## src/rtl/apb_pkg.sv

```systemverilog
// Shared types for the APB requester: FSM state encoding, response record
// and the strobe-width helper used to size byte-enable buses.
package apb_pkg;

    localparam int MAX_DATA_WIDTH = 32;

    typedef enum logic [1:0] {
        IDLE,
        SETUP,
        ACCESS,
        RESP
    } apb_state_e;

    typedef struct packed {
        logic [MAX_DATA_WIDTH-1:0] rdata;
        logic                      err;
        logic                      timeout;
    } apb_rsp_t;

    function automatic int strb_width(input int data_width);
        return data_width / 8;
    endfunction

endpackage

```

## src/rtl/apb_addr_decode.sv

```systemverilog
// Combinational command address decode: slave index, in-range flag and
// word-alignment flag for the APB requester.
module apb_addr_decode #(
    parameter int ADDR_WIDTH = 32,
    parameter int DATA_WIDTH = 32,
    parameter int NUM_SLAVES = 4,
    parameter int SLV_LSB    = 12,
    parameter int IDX_W      = (NUM_SLAVES > 1) ? $clog2(NUM_SLAVES) : 1
) (
    input  logic [ADDR_WIDTH-1:0] addr,
    output logic [IDX_W-1:0]      idx,
    output logic                  idx_valid,
    output logic                  aligned
);

    localparam int AL_W = $clog2(DATA_WIDTH / 8);
    localparam int HI_W = ADDR_WIDTH - SLV_LSB;

    logic [HI_W-1:0] slot;
    logic            unused_addr;

    // The whole field above SLV_LSB must name an existing slave, so upper
    // address bits outside the index field also produce a decode error.
    assign slot      = addr[ADDR_WIDTH-1:SLV_LSB];
    assign idx       = slot[IDX_W-1:0];
    assign idx_valid = (slot < HI_W'(NUM_SLAVES));

    generate
        if (AL_W > 0) begin : g_align
            assign aligned = (addr[AL_W-1:0] == '0);
        end else begin : g_byte
            assign aligned = 1'b1;
        end
    endgenerate

    assign unused_addr = ^addr;

endmodule

```

## src/rtl/apb_requester.sv

```systemverilog
// APB requester: accepts one command at a time, runs SETUP/ACCESS on the
// decoded slave and holds the response until the driver consumes it.
module apb_requester
    import apb_pkg::*;
#(
    parameter int ADDR_WIDTH     = 32,
    parameter int DATA_WIDTH     = 32,
    parameter int NUM_SLAVES     = 4,
    parameter int SLV_LSB        = 12,
    parameter int TIMEOUT_CYCLES = 16
) (
    input  logic                             pclk,
    input  logic                             presetn,
    input  logic                             cmd_valid,
    output logic                             cmd_ready,
    input  logic                             cmd_write,
    input  logic [ADDR_WIDTH-1:0]            cmd_addr,
    input  logic [DATA_WIDTH-1:0]            cmd_wdata,
    input  logic [DATA_WIDTH/8-1:0]          cmd_strb,
    output logic                             rsp_valid,
    input  logic                             rsp_ready,
    output logic [DATA_WIDTH-1:0]            rsp_rdata,
    output logic                             rsp_err,
    output logic                             rsp_timeout,
    output logic [NUM_SLAVES-1:0]            psel,
    output logic                             penable,
    output logic                             pwrite,
    output logic [ADDR_WIDTH-1:0]            paddr,
    output logic [DATA_WIDTH-1:0]            pwdata,
    output logic [DATA_WIDTH/8-1:0]          pstrb,
    input  logic [NUM_SLAVES*DATA_WIDTH-1:0] prdata,
    input  logic [NUM_SLAVES-1:0]            pready,
    input  logic [NUM_SLAVES-1:0]            pslverr
);

    localparam int STRB_W = strb_width(DATA_WIDTH);
    localparam int IDX_W  = (NUM_SLAVES > 1) ? $clog2(NUM_SLAVES) : 1;
    localparam int CNT_W  = (TIMEOUT_CYCLES > 1) ? $clog2(TIMEOUT_CYCLES) : 1;
    localparam logic [CNT_W-1:0] CNT_LAST = CNT_W'(TIMEOUT_CYCLES - 1);

    apb_state_e              state_q, state_d;
    logic [IDX_W-1:0]        idx_q, dec_idx;
    logic                    dec_valid, dec_aligned;
    logic [CNT_W-1:0]        cnt_q;
    apb_rsp_t                rsp_q, rsp_d;
    logic                    sel_ready, sel_err;
    logic [DATA_WIDTH-1:0]   sel_rdata;
    logic                    accept, finish;

    apb_addr_decode #(
        .ADDR_WIDTH (ADDR_WIDTH),
        .DATA_WIDTH (DATA_WIDTH),
        .NUM_SLAVES (NUM_SLAVES),
        .SLV_LSB    (SLV_LSB),
        .IDX_W      (IDX_W)
    ) u_decode (
        .addr      (cmd_addr),
        .idx       (dec_idx),
        .idx_valid (dec_valid),
        .aligned   (dec_aligned)
    );

    assign cmd_ready   = (state_q == IDLE);
    assign sel_ready   = pready[idx_q];
    assign sel_err     = pslverr[idx_q];
    assign sel_rdata   = prdata[idx_q*DATA_WIDTH +: DATA_WIDTH];
    assign rsp_rdata   = rsp_q.rdata[DATA_WIDTH-1:0];
    assign rsp_err     = rsp_q.err;
    assign rsp_timeout = rsp_q.timeout;

    always_comb begin
        state_d = state_q;
        rsp_d   = rsp_q;
        accept  = 1'b0;
        finish  = 1'b0;
        case (state_q)
            IDLE: begin
                if (cmd_valid) begin
                    accept = 1'b1;
                    if (dec_valid && dec_aligned) begin
                        state_d = SETUP;
                    end else begin
                        state_d = RESP;
                        rsp_d   = '{rdata: '0, err: 1'b1, timeout: 1'b0};
                    end
                end
            end
            SETUP: begin
                state_d = ACCESS;
            end
            ACCESS: begin
                // A ready on the final counted cycle beats the timeout.
                if (sel_ready) begin
                    state_d       = RESP;
                    finish        = 1'b1;
                    rsp_d.err     = sel_err;
                    rsp_d.timeout = 1'b0;
                    rsp_d.rdata   = (!pwrite && !sel_err) ? MAX_DATA_WIDTH'(sel_rdata) : '0;
                end else if (cnt_q == CNT_LAST) begin
                    state_d = RESP;
                    finish  = 1'b1;
                    rsp_d   = '{rdata: '0, err: 1'b1, timeout: 1'b1};
                end
            end
            RESP: begin
                if (rsp_ready) begin
                    state_d = IDLE;
                end
            end
            default: begin
                state_d = IDLE;
            end
        endcase
    end

    always_ff @(posedge pclk or negedge presetn) begin
        if (!presetn) begin
            state_q   <= IDLE;
            psel      <= '0;
            penable   <= 1'b0;
            pwrite    <= 1'b0;
            paddr     <= '0;
            pwdata    <= '0;
            pstrb     <= {STRB_W{1'b0}};
            idx_q     <= '0;
            cnt_q     <= '0;
            rsp_q     <= '0;
            rsp_valid <= 1'b0;
        end else begin
            state_q   <= state_d;
            rsp_q     <= rsp_d;
            rsp_valid <= (state_d == RESP);
            if (accept) begin
                paddr  <= cmd_addr;
                pwrite <= cmd_write;
                pwdata <= cmd_wdata;
                pstrb  <= cmd_write ? cmd_strb : {STRB_W{1'b0}};
                idx_q  <= dec_idx;
                if (state_d == SETUP) begin
                    psel <= NUM_SLAVES'(1) << dec_idx;
                end
            end
            if (state_q == SETUP) begin
                penable <= 1'b1;
                cnt_q   <= '0;
            end
            if (state_q == ACCESS && !finish) begin
                cnt_q <= cnt_q + CNT_W'(1);
            end
            if (finish) begin
                psel    <= '0;
                penable <= 1'b0;
            end
        end
    end

endmodule

```

## config.mk

```make
export PLATFORM = sky130hd
export DESIGN_NAME = apb_requester
export DESIGN_NICKNAME = d
export VERILOG_FILES = /design/src/rtl/apb_pkg.sv /design/src/rtl/apb_addr_decode.sv /design/src/rtl/apb_requester.sv
export SDC_FILE = /design/constraint.sdc
export NUM_CORES = 1
export LEC_CHECK = 0
export BUFFER_PORTS_ARGS = -buffer_cell sky130_fd_sc_hd__buf_2
export CAP_MARGIN = 25
export CORE_AREA = 2 2 125 127
export DETAILED_ROUTE_END_ITERATION = 6
export DIE_AREA = 0 0 127 129
export PLACE_DENSITY = 0.69
export RECOVER_POWER = 25
export SYNTH_ARGS = -nofsm -noshare
export SYNTH_HDL_FRONTEND = slang
export SYNTH_HIERARCHICAL = 1
export SYNTH_SLANG_ARGS = --single-unit
```

## constraint.sdc

```tcl
create_clock -name pclk -period 2.16 [get_ports pclk]
set_input_delay 0.432 -clock pclk [delete_from_list [all_inputs] [get_ports pclk]]
set_output_delay 0.432 -clock pclk [all_outputs]
set_load 0.05 [all_outputs]
```

Word level (Yosys, flattened, before mapping)
Cells that the tools add are included.

Register bits after elaboration: 117. Bits of input ports: 209. Output and inout bits: 110. Logic and storage cells: 71.

Add/sub/neg operators: 1. $lt $le $gt $ge: 2. Eq/ne operators: 9. Shift-type cells: 2. Mux-type cells: 29. Reductions and logical operators: 15.

Operators by type and width (number): $mux W34 (4); $shiftx A128 B8 Y32 (1); $pmux W34 S2 (1); $mux W32 (1); $mux W4 (6); $lt A20 B3 Y1 const B (1); $mux W2 (5); $reduce_bool A2 Y1 (5); $mux W1 (9); $pmux W2 S4 (1); $eq A2 B2 Y1 const B (3); $add A4 B1 Y4 const B (1); $bmux W1 S2 (2); $eq A2 B1 Y1 const B (2); $eq A4 B4 Y1 const B (1); $logic_not A2 Y1 (2); $ne A2 B2 Y1 const B (2); $reduce_and A4 Y1 (1); $shl A1 B2 Y4 const A (1); $logic_and A1 B1 Y1 (3); $logic_not A1 Y1 (3); $lt A2 B3 Y1 const B (1); $ne A3 B3 Y1 const B (1); $reduce_and A2 Y1 (1).

Depth between registers and ports, before layout
Gate-level depths: netlist (run 1).

Depth in word-level cells: 9. Mapped depth: 8. Depth with buffers taken out: 7.

By module
The synthesis (run 1) kept the hierarchy.

By module, submodules not included: apb_requester (instances 1, cells an instance 389, area each 5417.7 µm², seq. area each 2927.8 µm²); apb_addr_decode (instances 1, cells an instance 9, area each 62.6 µm², seq. area each 0.0 µm²).

Least setup slack after synthesis (run 1)
No wires, ideal clock.

Path type: input to register. Start: in cmd_addr[26]. End: reg rsp_q (netlist bit rsp_rdata[10]). Library setup time: 0.078 ns. Arrival: 1.959 ns. Required time: 2.082 ns. Path slack: 0.122 ns. Stages on the path: 7. Buffers on the path: 1. Path through: or4_1 nor4_2 a21boi_1 o21ai_0 a21o_2 buf_6 o2bb2ai_1.

Longest elaborated chain between the ends: 4.

Ends and longest elaborated chain: start: declaration (line apb_requester.sv:17) `input logic [ADDR_WIDTH-1:0] cmd_addr,`; $lt A20 B3 Y1 (line apb_addr_decode.sv:26) `assign idx_valid = (slot < HI_W'(NUM_SLAVES));`; named net dec_valid (line apb_requester.sv:43) `logic dec_valid, dec_aligned;`; $logic_and A1 B1 Y1 (line apb_requester.sv:80) `if (dec_valid && dec_aligned) begin`; $ne A2 B2 Y1 (no source line); $reduce_and A4 Y1 (no source line); end signal: assignment (line apb_requester.sv:131) `rsp_q <= rsp_d;`; end: declaration (line apb_requester.sv:45) `apb_rsp_t rsp_q, rsp_d;`.

The timed path passes the listed nets, and every way through them passes these cells. A chain may end at the register's enable or synchronous reset.

Final worst setup path (run 1)
Start: reg state_q[1]. End: out cmd_ready.

Longest elaborated chain between the ends: 1.

Ends and longest elaborated chain: start: declaration (line apb_requester.sv:41) `apb_state_e state_q, state_d;`; start signal: assignment (line apb_requester.sv:130) `state_q <= state_d;`; $logic_not A2 Y1 (line apb_requester.sv:63) `assign cmd_ready = (state_q == IDLE);`; end: declaration (line apb_requester.sv:15) `output logic cmd_ready,`.

Every way passes these cells.

==> summary.txt, run 1 <==
clock tree root buffer cell -> sky130_fd_sc_hd__clkbuf_16
number of buffers inserted during clock tree synthesis -> 17
Final Hold Fails -> 0
area post-placement -> 0.007311 sq mm
antenna viol nets, final -> 0
die boundary height -> 129 um
largest cells by area after synthesis -> sky130_fd_sc_hd__dfrtp_1 53%, sky130_fd_sc_hd__mux2_2 14%, sky130_fd_sc_hd__mux4_2 14%
grt ovf -> 0
main flop type after synthesis -> sky130_fd_sc_hd__dfrtp_1
vias in the first global route -> 4901
normalized max-slew margin -> 0.4076
post-DR vias/cell -> 5.003
post-route non-filler standard cell count -> 920
Startpoint Class -> flip-flop
flops & latches, synth -> 117
Final setup violation count -> 0
crit path DAT -> 1.55 ns
die area -> 0.01638 sq mm
final hold slack -> 0.2486 ns
TritonCTS clock tree -> yes
dpl ws -> -0.1455 ns
Gates resized, CTS repair -> 0
total clock sinks -> 117
number of max-cap violations -> 0
number of DRC violations after detailed routing -> 0
clk slew on worst S/H paths -> 0.05 ns
period utilization -> 0.9199
drt wl/cell -> 17.14 um
CTS H-tree lvls -> 4
first-pass GRT wire length -> 24250 um
count of buffers added by post-CTS timing repair for setup -> 0
post-synthesis instance area -> 0.005480 sq mm
number of buffers between clock root and the deepest sink -> 2
clock insertion delay at the later pin of the skew report -> 0.41 ns
Layout Nets -> 931
worst-case vdd ir drop -> 0.001298 V
register-to-register path setup slack -> 0.39 ns
Least-Margin Pin Slew -> 0.8886 ns
clock skew -> 0.009260 ns
iteration-0 DRC count of the detailed router -> 150
type of the setup path with the least slack -> reg -> out
worst hold path type -> in -> reg
highest fanout seen on the critical path -> 11
final core area utilization -> 0.5299
synthesized netlist net count -> 608
Pre-antenna DRT Iters -> 6
ANT cells -> 0
global-route total usage across every layer -> 0.1915
setup slack of the critical path after layout -> 0.1730 ns
ports placed on the boundary -> 319
post-route cell area -> 0.007936 sq mm
run status -> completed
min Tclk post-route -> 1.987 ns
total number of yosys warnings -> 6
highest achievable clock rate -> 0.5033 GHz
Cell variety after synth -> 38
Crit. End Element -> output pin
RSZ-0062 raised after global routing -> false
Req. time, crit path -> 1.73 ns
number of enable-type register cells in the synthesized netlist -> 0
half-perimeter wire length after detailed placement -> 12320 um
final weighted congestion in routability-driven placement -> 0.8072
number of antenna violations at the first check in global routing -> 0
placed cells -> 889
initial standard-cell utilization of the core -> 0.3659
drt total wl -> 15770 um
sequential element share of the synthesized area -> 0.5342
leakage power figure -> 4.086 nW
number of rows created at floorplan -> 45
post-synthesis cell type with the largest combined area -> sky130_fd_sc_hd__dfrtp_1
number of instances in the synthesized netlist -> 398
die span in x -> 127 um
largest net degree at the start of global routing -> 53
PwrDens -> 1751 mW/mm^2
post-synth top area share -> 0.5342
share of synthesized flip-flops with an asynchronous set or reset -> 1.000
Placeable Area -> 0.01498 sq mm
Synth Area per Inst -> 13.77 sq um
total number of vias -> 4603
Hold Buf Count CTS -> 1
Slew Limit Fails -> 0
fraction of final layout cells sized beyond drive strength 1 -> 0.6366
count of input and output buffers -> 318
synthesis-to-finish area growth -> 44.82%
## path summary, 6_finish.rpt
check	start	endpoint	cells after the start
setup / recovery	state_q[1]$_DFF_PN0_	cmd_ready	3
setup reg to reg	idx_q[0]$_DFFE_PN0P_	rsp_valid$_DFF_PN0_	4
hold reg to reg	rsp_rdata[24]$_DFFE_PN0P_	rsp_rdata[24]$_DFFE_PN0P_	1
hold / removal	cmd_addr[4]	paddr[4]$_DFFE_PN0P_	2
max in group asynchronous	presetn	idx_q[0]$_DFFE_PN0P_	3
min in group asynchronous	presetn	paddr[23]$_DFFE_PN0P_	2
## kinds of logic after synthesis
logic type / Yosys count / synth area share
AO/OA/AOI/OAI: 62 / 0.08585
adder cells (fa/ha/maj): 1 / 0.002283
buffers and inverters: 63 / 0.05297
flip-flops: 117 / 0.5342
multiplexers: 101 / 0.2751
AND/OR/NAND/NOR: 54 / 0.04954
## worst max-delay path, stage by stage (launching register included)
cell and delay (ns):
sky130_fd_sc_hd__dfrtp_1 0.37, sky130_fd_sc_hd__buf_4 0.17, sky130_fd_sc_hd__nor2_1 0.27, sky130_fd_sc_hd__buf_2 0.33
## per-layer routing
| metal | part of all wire | track usage |
|---|---|---|
| met5 | 0 | 0 |
| met4 | 0.015 | 0.06399 |
| met3 | 0.081 | 0.06528 |
| met2 | 0.52 | 0.3324 |
| met1 | 0.39 | 0.2240 |
## flip-flops by register name, summed over array words and instances (netlist names), 2 cells and up
register,count
cnt_q,4
idx_q,2
paddr,32
psel,4
pstrb,4
pwdata,32
rsp_rdata,32
state_q,2
## report_power, final
group          internal [mW]  leakage, nW  switching (mW)
registers               3.12         1.46           0.515
clock network           2.03        0.307           0.953
logic                   2.36         2.32            4.92
## layout by cell type, fill, tap and decap left out, types with 2 or more instances in the layout
cell,instances
sky130_fd_sc_hd__a21oi_1,7
sky130_fd_sc_hd__buf_12,4
sky130_fd_sc_hd__buf_2,317
sky130_fd_sc_hd__buf_4,7
sky130_fd_sc_hd__bufinv_16,4
sky130_fd_sc_hd__clkbuf_16,17
sky130_fd_sc_hd__clkbuf_8,4
sky130_fd_sc_hd__clkinv_2,3
sky130_fd_sc_hd__clkinvlp_4,2
sky130_fd_sc_hd__dfrtp_1,116
sky130_fd_sc_hd__inv_1,36
sky130_fd_sc_hd__mux2_2,67
sky130_fd_sc_hd__mux4_2,33
sky130_fd_sc_hd__nand2_1,17
sky130_fd_sc_hd__nand2b_1,2
sky130_fd_sc_hd__nand3_1,4
sky130_fd_sc_hd__nand3b_1,2
sky130_fd_sc_hd__nor2_1,15
sky130_fd_sc_hd__nor3_1,2
sky130_fd_sc_hd__nor4_1,4
sky130_fd_sc_hd__o211ai_1,2
sky130_fd_sc_hd__o21ai_0,11
sky130_fd_sc_hd__o221ai_1,2
sky130_fd_sc_hd__o2bb2ai_1,32
## synth_stat cells (all sizes together), types with 2 or more instances
library cell	count
o2bb2ai	32
mux2	67
o221ai	2
nor2	16
inv	36
nand2	17
o21ai	11
a21oi	7
o211ai	2
mux4	33
nor3	2
nand3b	2
nand2b	3
dfrtp	117
buf	18
nand3	4
clkbuf	9
nor4	5
## cell type report
cell class	count	area (sq um)
Clock buffer	21	480.5
Clock inverter	9	150.1
Fill cell	1332	7041
Inverter	36	135.1
Multi-Input combinational cell	218	2265
Sequential cell	117	2929
Tap cell	188	235.2
Timing Repair Buffer	331	1742
## per-stage QoR
step                      setup TNS, ns  power, mW
final                                 0      13.90
after global routing                  0      14.59
after CTS                             0      14.03
after detailed placement         -4.133      10.98
after global placement           -1.298      10.78
after floorplan                       0      9.153
No activity file was read; power rests on OpenSTA's default activity.
==> run 2: changes to the inputs <==
--- a/config.mk
+++ b/config.mk
@@ -7,10 +7,12 @@
 export LEC_CHECK = 0
 export BUFFER_PORTS_ARGS = -buffer_cell sky130_fd_sc_hd__buf_2
 export CAP_MARGIN = 25
-export CORE_AREA = 2 2 125 127
+export CELL_PAD_IN_SITES_DETAIL_PLACEMENT = 2
+export CELL_PAD_IN_SITES_GLOBAL_PLACEMENT = 2
+export CORE_MARGIN = 2
+export CORE_UTILIZATION = 27
 export DETAILED_ROUTE_END_ITERATION = 6
-export DIE_AREA = 0 0 127 129
-export PLACE_DENSITY = 0.69
+export PLACE_DENSITY_LB_ADDON = 0.1
 export RECOVER_POWER = 25
 export SYNTH_ARGS = -nofsm -noshare
 export SYNTH_HDL_FRONTEND = slang
==> run 2 against run 1 <==
Effect of this change: the flow now finishes with violations (capacitance limit, slew limit); global-route usage shrank 1.4 points; sequential share of layout area down 0.24 points; non-clock buffer count decreased by 1; first-iteration DRC count shrank 61%; critical path depth did not move; final area rose by 0.66%; clock skew up 0.0062 ns; core utilization down 13 points; largest power group unchanged; highest routed layer unchanged.
==> summary.txt, run 2 (synthesis results as in run 1) <==
die span in x -> 146.5 um (+15%)
final hold slack -> 0.2457 ns (-0.002918 ns)
Slew Limit Fails -> 118 (+118)
clock insertion delay at the later pin of the skew report -> 0.42 ns (about the same)
leakage power figure -> 4.044 nW (-1.0%)
Final Total Pwr -> 13.78 mW (-0.82%)
clk slew on worst S/H paths -> 0.06 ns (about the same)
Least-Margin Pin Slew -> 1.623 ns (+0.7341 ns)
post-route non-filler standard cell count -> 1005 (+9.2%)
drt total wl -> 18680 um (+18%)
clock tree root buffer cell -> sky130_fd_sc_hd__clkbuf_16
register-to-register path setup slack -> 0.35 ns (-0.04 ns)
failing checks -> capacitance limit, slew limit
Final setup violation count -> 0 (unchanged)
final core area utilization -> 0.3974 (-0.1325)
flip-flop and latch area -> 0.002929 sq mm (unchanged)
drt wl/cell -> 18.59 um (+8.4%)
vias in the first global route -> 5383 (+9.8%)
TritonCTS clock tree -> yes
final weighted congestion in routability-driven placement -> 0.7856 (-2.7%)
fraction of final layout cells sized beyond drive strength 1 -> 0.6380 (+0.001366)
worst-case vdd ir drop -> 0.0009591 V (-26%)
Hold Buf Count CTS -> 0 (-1)
number of DRC violations after detailed routing -> 0 (unchanged)
antenna viol nets, final -> 0 (unchanged)
top sig layer -> met4
number of buffers inserted during clock tree synthesis -> 17 (unchanged)
worst hold path type -> in -> reg
internal power summed over all cells -> 7.189 mW (-4.3%)
Filler cells -> 2121 (+59%)
critical register-to-register path startpoint -> idx_q[0]$_DFFE_PN0P_
most frequent cells in the layout -> 317 x sky130_fd_sc_hd__buf_2, 116 x sky130_fd_sc_hd__dfrtp_1, 67 x sky130_fd_sc_hd__mux2_2
min Tclk post-route -> 2.027 ns (+0.03996 ns)
Startpoint Class -> flip-flop
most common cell after layout, fill and taps aside -> sky130_fd_sc_hd__buf_2
highest achievable clock rate -> 0.4934 GHz (-2.0%)
wire length on met2 -> 9780 um (+20%)
number of antenna violations at the first check in global routing -> 2 (+2)
period utilization -> 0.9384 (+0.01850)
Final Hold Fails -> 0 (unchanged)
CTS H-tree lvls -> 4 (unchanged)
count of buffers added by post-CTS timing repair for setup -> 0 (unchanged)
Placeable Area -> 0.02010 sq mm (+34%)
clock power share -> 0.201 (-0.014)
combinational power share -> 0.537 (+0.013)
iteration-0 DRC count of the detailed router -> 59 (-61%)
total number of vias -> 4619 (+0.35%)
Layout Nets -> 930 (-0.11%)
clock skew -> 0.01545 ns (+0.006185 ns)
initial standard-cell utilization of the core -> 0.2726 (-0.09332)
slowest library cell on the worst path -> sky130_fd_sc_hd__dfrtp_1
run status -> complete, but fails checks
multi-input gate area in the final layout -> 0.002265 sq mm (unchanged)
end of the worst register-to-register path -> rsp_valid$_DFF_PN0_
global-route total usage across every layer -> 0.1779 (-0.01355)
die boundary height -> 146.5 um (+14%)
RSZ-0062 raised after global routing -> false
Crit. End Element -> output pin
routed length on met1 -> 7150 um (+17%)
count of input and output buffers -> 318 (unchanged)
number of buffers between clock root and the deepest sink -> 2 (unchanged)
stage delay of the slowest cell on the critical path -> 0.38 ns (about the same)
depth of the worst register-to-register path -> 4 (unchanged)
Pre-antenna DRT Iters -> 4 (-2)
Reg power frac -> 0.262 (about the same)
die area -> 0.02145 sq mm (+31%)
TNS Setup -> 0 ns (unchanged)
half-perimeter wire length after detailed placement -> 14680 um (+19%)
critical path endpoint -> cmd_ready
launching element of the worst setup path -> state_q[1]$_DFF_PN0_
number of max-cap violations -> 1 (+1)
Req. time, crit path -> 1.73 ns (about the same)
first-pass GRT wire length -> 29940 um (+23%)
synthesis-to-finish area growth -> 45.78%
total clock sinks -> 117 (unchanged)
type of the setup path with the least slack -> reg -> out
switching power total -> 6.594 mW (+3.3%)
ports placed on the boundary -> 319 (unchanged)
crit path DAT -> 1.59 ns (+0.04 ns)
Gates resized, CTS repair -> 0 (unchanged)
normalized max-slew margin -> -0.08179 (-0.4894)
highest fanout seen on the critical path -> 11 (unchanged)
net switching fraction of the power -> 0.4784 (+0.01898)
grt ovf -> 0 (unchanged)
largest net degree at the start of global routing -> 118 (+120%)
number of rows created at floorplan -> 52 (+16%)
critical-path cell list -> buf_4 -> nor2_1 -> buf_2
post-DR vias/cell -> 4.596 (-8.1%)
Detail Route met3 WL -> 1441 um (+13%)
placed cells -> 971 (+9.2%)
PwrDens -> 1725 mW/mm^2 (-1.5%)
==> run 2: changes by cell type in the layout (fill, tap and decap cells not counted), moves of 2 or more <==
cell,delta
sky130_fd_sc_hd__clkbuf_8,-4
sky130_fd_sc_hd__clkinv_4,+4
sky130_fd_sc_hd__clkinvlp_4,+3
sky130_fd_sc_hd__diode_2,+3
sky130_fd_sc_hd__bufinv_16,-2
sky130_fd_sc_hd__clkinv_2,-2
sky130_fd_sc_hd__inv_6,+2
==> run 2: worst min path at each step <==
stage / start / end / slack [ns] / cells after the start
final: cmd_addr[9] / paddr[9]$_DFFE_PN0P_ / 0.25 / 2
after global routing: cmd_addr[4] / paddr[4]$_DFFE_PN0P_ / 0.23 / 2
after CTS: presetn / rsp_rdata[9]$_DFFE_PN0P_ / 0.14 / 2
after detailed placement: rsp_rdata[30]$_DFFE_PN0P_ / rsp_rdata[30]$_DFFE_PN0P_ / 0.47 / 1
after global placement: pstrb[2]$_DFFE_PN0P_ / pstrb[2]$_DFFE_PN0P_ / 0.46 / 2
after floorplan: presetn / cnt_q[0]$_DFFE_PN0P_ / 0.14 / 0
==> run 2: worst max-delay path: cells and delay by family (launching register included) <==
kind | cells | cell delay [ns]
buf+inv | 2 | 0.52
flops | 1 | 0.38
simple gates | 1 | 0.29
==> run 2: per-stage QoR <==
step                worst slack, ns  area, sq um
floorplan                    0.1224         5480
global placement           -0.08824         7413
detailed placement          -0.2302         7413
CTS                         0.05540         7994
global route                0.04941         7986
finish                       0.1331         7989
==> run 2: final cells by class <==
cell class              instances  area share
multi-input cells             218      0.2835
inverters                      36     0.01691
clock buffers                  17     0.05325
clock inverters                14     0.01942
repair buffers                330      0.2171
diodes                          3   0.0009397
well taps                     270     0.04229
flip-flops and latches        117      0.3666
==> run 2: metal layers <==
| layer | up-vias | GRT usage |
|---|---|---|
| met1 | 2289 | 0.1972 |
| met5 | - | 0 |
| met4 | 0 | 0.05631 |
| met3 | 20 | 0.06000 |
| li1 | 2105 | - |
| met2 | 205 | 0.3217 |
==> run 2: power by group through the flow <==
stage	Clock, mW	Sequential (mW)	Combinational, mW
3_5_place_dp	0	3.66	7.52
4_1_cts	2.86	3.64	7.54
6_report	2.77	3.62	7.40
2_1_floorplan	0	6.54	2.62
3_3_place_gp	0	3.59	7.37
5_1_grt	2.95	3.76	7.89
